--- src/rtl/alu_pkg.sv ---
// Shared constants, opcode encodings and FSM state type for the ALU port arbiter.
package alu_pkg;

    localparam int unsigned XLEN    = 32;
    localparam int unsigned INSTR_W = 37;

    // Instruction bits the ALU implements (bits 18..0).
    localparam logic [INSTR_W-1:0] ALU_OP_MASK = 37'h7FFFF;

    // One-hot opcodes.
    localparam logic [INSTR_W-1:0] OP_ADD   = 37'h00001;
    localparam logic [INSTR_W-1:0] OP_SUB   = 37'h00002;
    localparam logic [INSTR_W-1:0] OP_AND   = 37'h00004;
    localparam logic [INSTR_W-1:0] OP_OR    = 37'h00008;
    localparam logic [INSTR_W-1:0] OP_XOR   = 37'h00010;
    localparam logic [INSTR_W-1:0] OP_SLL   = 37'h00020;
    localparam logic [INSTR_W-1:0] OP_SRL   = 37'h00040;
    localparam logic [INSTR_W-1:0] OP_SRA   = 37'h00080;
    localparam logic [INSTR_W-1:0] OP_SLT   = 37'h00100;
    localparam logic [INSTR_W-1:0] OP_SLTU  = 37'h00200;
    localparam logic [INSTR_W-1:0] OP_ADDI  = 37'h00400;
    localparam logic [INSTR_W-1:0] OP_ANDI  = 37'h00800;
    localparam logic [INSTR_W-1:0] OP_ORI   = 37'h01000;
    localparam logic [INSTR_W-1:0] OP_XORI  = 37'h02000;
    localparam logic [INSTR_W-1:0] OP_SLLI  = 37'h04000;
    localparam logic [INSTR_W-1:0] OP_SRLI  = 37'h08000;
    localparam logic [INSTR_W-1:0] OP_SRAI  = 37'h10000;
    localparam logic [INSTR_W-1:0] OP_SLTI  = 37'h20000;
    localparam logic [INSTR_W-1:0] OP_SLTIU = 37'h40000;

    typedef enum logic [1:0] {
        ST_IDLE = 2'd0,
        ST_EXEC = 2'd1,
        ST_RESP = 2'd2
    } state_e;

endpackage

--- src/rtl/rr_arb2.sv ---
// Two-way round-robin arbiter: on a tie the port that did not win last time is granted.
module rr_arb2 (
    input  logic [1:0] valid_i,
    input  logic       last_grant_i,
    output logic       grant_valid_c_o,
    output logic       grant_idx_c_o
);

    // Combinational grant selection.
    always_comb begin
        grant_valid_c_o = |valid_i;
        grant_idx_c_o   = 1'b0;
        unique case (valid_i)
            2'b01:   grant_idx_c_o = 1'b0;
            2'b10:   grant_idx_c_o = 1'b1;
            2'b11:   grant_idx_c_o = ~last_grant_i;
            default: grant_idx_c_o = 1'b0;
        endcase
    end

endmodule

--- src/rtl/alu_port_arbiter.sv ---
// Shares one combinational ALU between two requesters: round-robin accept,
// one-cycle execute, then a back-pressurable response to the owning port.
module alu_port_arbiter
    import alu_pkg::*;
(
    input  logic               clk,
    input  logic               rst,
    input  logic               req0_valid,
    output logic               req0_ready,
    input  logic [INSTR_W-1:0] req0_instr,
    input  logic [XLEN-1:0]    req0_v1,
    input  logic [XLEN-1:0]    req0_v2,
    input  logic               req1_valid,
    output logic               req1_ready,
    input  logic [INSTR_W-1:0] req1_instr,
    input  logic [XLEN-1:0]    req1_v1,
    input  logic [XLEN-1:0]    req1_v2,
    output logic               rsp0_valid,
    input  logic               rsp0_ready,
    output logic [XLEN-1:0]    rsp0_result,
    output logic               rsp0_err,
    output logic               rsp1_valid,
    input  logic               rsp1_ready,
    output logic [XLEN-1:0]    rsp1_result,
    output logic               rsp1_err,
    output logic [XLEN-1:0]    alu_v1,
    output logic [XLEN-1:0]    alu_v2,
    output logic [INSTR_W-1:0] alu_instr,
    input  logic [XLEN-1:0]    alu_result,
    output logic               busy
);

    state_e             state_q, state_d;
    logic               owner_q, owner_d;
    logic               last_grant_q, last_grant_d;
    logic [XLEN-1:0]    v1_q, v1_d;
    logic [XLEN-1:0]    v2_q, v2_d;
    logic [INSTR_W-1:0] instr_q, instr_d;
    logic               illegal_q, illegal_d;
    logic [XLEN-1:0]    result_q, result_d;
    logic               err_q, err_d;

    logic               grant_valid;
    logic               grant_idx;
    logic [INSTR_W-1:0] sel_instr;
    logic               sel_illegal;

    rr_arb2 u_arb (
        .valid_i         ({req1_valid, req0_valid}),
        .last_grant_i    (last_grant_q),
        .grant_valid_c_o (grant_valid),
        .grant_idx_c_o   (grant_idx)
    );

    // Legality of the instruction about to be accepted: exactly one bit, inside the ALU mask.
    assign sel_instr   = grant_idx ? req1_instr : req0_instr;
    assign sel_illegal = (sel_instr == '0)
                      || ((sel_instr & (sel_instr - INSTR_W'(1))) != '0)
                      || ((sel_instr & ~ALU_OP_MASK) != '0);

    // State and datapath registers.
    always_ff @(posedge clk) begin
        if (rst) begin
            state_q      <= ST_IDLE;
            owner_q      <= 1'b0;
            last_grant_q <= 1'b1;
            v1_q         <= '0;
            v2_q         <= '0;
            instr_q      <= '0;
            illegal_q    <= 1'b0;
            result_q     <= '0;
            err_q        <= 1'b0;
        end else begin
            state_q      <= state_d;
            owner_q      <= owner_d;
            last_grant_q <= last_grant_d;
            v1_q         <= v1_d;
            v2_q         <= v2_d;
            instr_q      <= instr_d;
            illegal_q    <= illegal_d;
            result_q     <= result_d;
            err_q        <= err_d;
        end
    end

    // Next-state: accept in IDLE, capture the ALU in EXEC, wait for handshake in RESP.
    always_comb begin
        state_d      = state_q;
        owner_d      = owner_q;
        last_grant_d = last_grant_q;
        v1_d         = v1_q;
        v2_d         = v2_q;
        instr_d      = instr_q;
        illegal_d    = illegal_q;
        result_d     = result_q;
        err_d        = err_q;
        unique case (state_q)
            ST_IDLE: begin
                if (grant_valid) begin
                    v1_d         = grant_idx ? req1_v1 : req0_v1;
                    v2_d         = grant_idx ? req1_v2 : req0_v2;
                    instr_d      = sel_instr;
                    illegal_d    = sel_illegal;
                    owner_d      = grant_idx;
                    last_grant_d = grant_idx;
                    state_d      = ST_EXEC;
                end
            end
            ST_EXEC: begin
                result_d = illegal_q ? '0 : alu_result;
                err_d    = illegal_q;
                state_d  = ST_RESP;
            end
            ST_RESP: begin
                if (owner_q ? rsp1_ready : rsp0_ready) begin
                    state_d = ST_IDLE;
                end
            end
            default: state_d = ST_IDLE;
        endcase
    end

    // Port outputs decoded from the registered state.
    assign req0_ready  = (state_q == ST_IDLE) && !rst && grant_valid && !grant_idx;
    assign req1_ready  = (state_q == ST_IDLE) && !rst && grant_valid &&  grant_idx;
    assign rsp0_valid  = (state_q == ST_RESP) && !owner_q;
    assign rsp1_valid  = (state_q == ST_RESP) &&  owner_q;
    assign rsp0_err    = rsp0_valid && err_q;
    assign rsp1_err    = rsp1_valid && err_q;
    assign rsp0_result = result_q;
    assign rsp1_result = result_q;
    assign alu_v1      = v1_q;
    assign alu_v2      = v2_q;
    assign alu_instr   = ((state_q == ST_EXEC) && !illegal_q) ? instr_q : '0;
    assign busy        = (state_q != ST_IDLE);

endmodule
--- config.mk ---
export PLATFORM = sky130hd
export DESIGN_NAME = alu_port_arbiter
export DESIGN_NICKNAME = d
export VERILOG_FILES = /design/src/rtl/alu_pkg.sv /design/src/rtl/rr_arb2.sv /design/src/rtl/alu_port_arbiter.sv
export SDC_FILE = /design/constraint.sdc
export NUM_CORES = 1
export LEC_CHECK = 0
export BUFFER_PORTS_ARGS = -buffer_cell sky130_fd_sc_hd__buf_4
export CAP_MARGIN = 10
export CORE_AREA = 2 2 160 162
export CTS_CLUSTER_SIZE = 8
export DETAILED_ROUTE_END_ITERATION = 8
export DIE_AREA = 0 0 162 164
export MAX_ROUTING_LAYER = met4
export PLACE_DENSITY = 0.67
export RECOVER_POWER = 50
export SLEW_MARGIN = 10
export SYNTH_ARGS = -nofsm -noshare
export SYNTH_HDL_FRONTEND = slang
export SYNTH_HIERARCHICAL = 1
export SYNTH_SLANG_ARGS = --single-unit
--- constraint.sdc ---
create_clock -name clk -period 2.69 [get_ports clk]
set_clock_uncertainty 0.05 [all_clocks]
set_input_delay 0.538 -clock clk [delete_from_list [all_inputs] [get_ports clk]]
set_output_delay 0.538 -clock clk [all_outputs]
set_load 0.02 [all_outputs]
==> flow_summary.yaml <==
yosys:
  synth_area_mm2: 0.00726
  synth_top_family_by_area: "simple AND/OR/NAND/NOR gates"
  yosysSeqAreaShare_pct: 38.4
  synthTopCellsByArea: "dfxtp_1 (38%), mux2i_1 (14%), a211oi_1 (10%)"
  synthArstFlopShare_pct: 0
  synth_nets: 1067
  ys.warnings.count: 6
  synthCells: 827
  ys.flop_type: "dfxtp_1"
  post-synth-top-count-cell: "nor2_1"
  yosys.area_share.simple_pct: 21.3
  synth_enable_flop_cells: 0
  synthTopCellsByCount: "nor2_1 (143), dfxtp_1 (139), a211oi_1 (101)"
  synth-adder-area-share_pct: 0
  yosys.area.top_type: "dfxtp_1"
  synth_compound_area_share_pct: 18.4
  ys_types: 63
  ys_ff_latch: 139
  yosysTopAreaCellShare_pct: 38.4
  syn_avg_cell_area_um2: 8.77
  muxShareOfSynthArea_pct: 14.3
  synthXorXnorAreaFrac_pct: 0
drt:
  drc: 0
  vias: 7555
  postRouteAntennaNets: 0
  wl_per_cell_um: 17.1
  dr.pass1.iters: 4
  drtIter0Drc: 345
  viasPerCell: 4.82
  drt_wl_total_um: 26800
critical_path:
  start_kind: "register"
  crit_required_ns: 2.93
  crit_chain: "a21boi_4 > buf_12 > buf_12 > buf_4 > or4_4 > a2bb2o_4 > or3_1 > or4_1 > nor4_2 > a21oi_1"
  critPathKind: "register to register"
  endpoint_kind: "register"
  critical-path-max-stage-delay_ns: 0.54
  cp-startpoint: "last_grant_q"
  r2r_start: "last_grant_q"
  crit_buf_inv: 3
  crit_family: "simple AND/OR/NAND/NOR gates"
  slowest_stage: "or4_1"
  crit_top_cell: "buf_12"
  critPathMaxFanout: 13
  cp.arrival_ns: 3.03
global_routing:
  grt_overflow_total: 0
  grt_pass1_vias: 7321
  grt_max_degree: 108
  grtUsageTotal_pct: 19.6
  grt_pass1_wl_um: 39700
  antenna_found_initial: 0
power_and_ir_drop:
  peakVddDrop_uv: 322
  power.total_uw: 6560
  p_leak_uw: 0.00464
  power_density_mw_per_mm2: 599
hold_path:
  hp-start: "instr_q[13]"
  hp-class: "register to register"
cells_and_area:
  syn_to_final_growth_pct: 51.1
  antennaDiodeCount: 0
  nNetsFinal: 1465
  drive_above_1_share_pct: 33.6
  fin_util_pct: 44.2
  nFillCells: 2577
clock_network:
  cts_tree: "built"
  cts_root_buffer: "clkbuf_16"
  cts_buffers: 17
  cts_sinks: 139
  ctsHoldBuffers: 0
  htreeDepth: 4
  insertion_delay_ns: 0.42
  cts_buffer_depth: 2
  path_clk_slew_ns: 0.07
floorplanning:
  die_h_um: 164
  core_mm2: 0.0248
  num_rows: 58
  die_area_mm2: 0.0266
  start_util_pct: 29.2
  ios: 412
  fp.dieW_um: 162
run:
  cap_violations: 0
sta:
  finalSetupViolations: 1
  layout_setup_ws_ns: -0.0996
  fin_crit_sh_pct: 104
  drv_slew: 0
  fin_crit_ns: 2.79
  fmax_mhz: 358
  rsz0062_at_grt: "true"
  hold_viol: 0
  worst_pin_slew_ns: 1.27
  relSlewSlack_pct: 15.1
placed_design:
  gp_congestion: 0.839
  dp_hpwl_um: 20700
  numPortBuffers: 411
outcome:
  violations: "negative setup slack"
  outcome: "complete, but fails checks"
-- worst register-to-register path, cell delays in order (launching register included) --
cell      delay [ns]
dfxtp_2         0.35
a21boi_4        0.06
buf_12          0.14
buf_12          0.13
buf_4           0.17
or4_4           0.44
a2bb2o_4        0.22
or3_1           0.32
or4_1           0.54
nor4_2          0.16
a21oi_1         0.10
-- what timing repair did --
action,in CTS,in global routing
setup endpoints to repair,3,2
buffers inserted,1,0
pin swaps,1,1
gates resized for setup,5,5
-- cells by family after synthesis --
| group | Yosys count |
|---|---|
| AO/OA/AOI/OAI | 185 |
| buffers and inverters | 106 |
| flip-flops | 139 |
| multiplexers | 103 |
| AND/OR/NAND/NOR | 294 |
-- per-layer routing --
metal / up-vias / GRT usage [%] / part of all wire [%]
met4: 0 / 4.10 / 1.1
met2: 277 / 33.4 / 49
li1: 3780 / - / -
met1: 3477 / 23.2 / 42
met3: 21 / 5.38 / 7.1
met5: - / - / 0
-- area by class of cell --
type                       instances  area, um2  share of cell area, %
clock buffer                      18        429                   3.92
clock inverter                    14        161                   1.47
tap                              330        413                   3.77
timing repair buffer             482       3180                   29.0
sequential                       139       2780                   25.4
inverter                           3       13.8                  0.126
multi-input combinational        582       3980                   36.3
-- flip-flops by register name, summed over array words and instances, names as in the netlist --
| signal | cells |
|---|---|
| err_q | 1 |
| owner_q | 1 |
| alu_v2 | 32 |
| rsp0_result | 32 |
| instr_q | 37 |
| alu_v1 | 32 |
| last_grant_q | 1 |
| illegal_q | 1 |
| state_q | 2 |
-- path summary, 6_finish.rpt --
check / end / slack [ns] / depth (start not counted)
worst max register to register: illegal_q / -0.1 / 10
worst max-delay path: illegal_q / -0.1 / 10
worst min register to register: instr_q[13] / 0.41 / 2
worst min-delay path: instr_q[13] / 0.41 / 2
-- power breakdown --
part | internal (uW) | switching, uW | total, uW
combinational | 751 | 1010 | 1760
sequential | 2290 | 121 | 2410
clock | 1390 | 1000 | 2390
-- per-stage QoR --
| stage | area, um2 | hold WS, ns | std cells | setup WS (ns) | setup TNS, ns |
|---|---|---|---|---|---|
| final | 11000 | 0.409 | 1568 | -0.0996 | -0.0996 |
| after floorplan | 7300 | 0.382 | 827 | -0.0731 | -0.0951 |
| after detailed placement | 10800 | 0.399 | 1535 | -0.565 | -0.719 |
| after global placement | 10800 | 0.392 | 1535 | -0.581 | -0.712 |
| after global routing | 11000 | 0.392 | 1568 | -0.186 | -0.186 |
| after CTS | 11500 | 0.396 | 1568 | -0.105 | -0.105 |
-- layout by cell type (no fill, tap or decap), drive strengths merged, types with 4 or more instances in the layout --
cell type,n
clkbuf,150
inv,8
nor3,17
dfxtp,139
a211oi,101
nor3b,36
or4b,5
mux2,4
and2,40
nor4,6
mux2i,99
a21oi,42
clkinvlp,4
o22a,5
or3b,7
nor2,143
or4,6
buf,350
or3,8
nor4b,4
nand2,11
(Power assumes the default switching activity.)
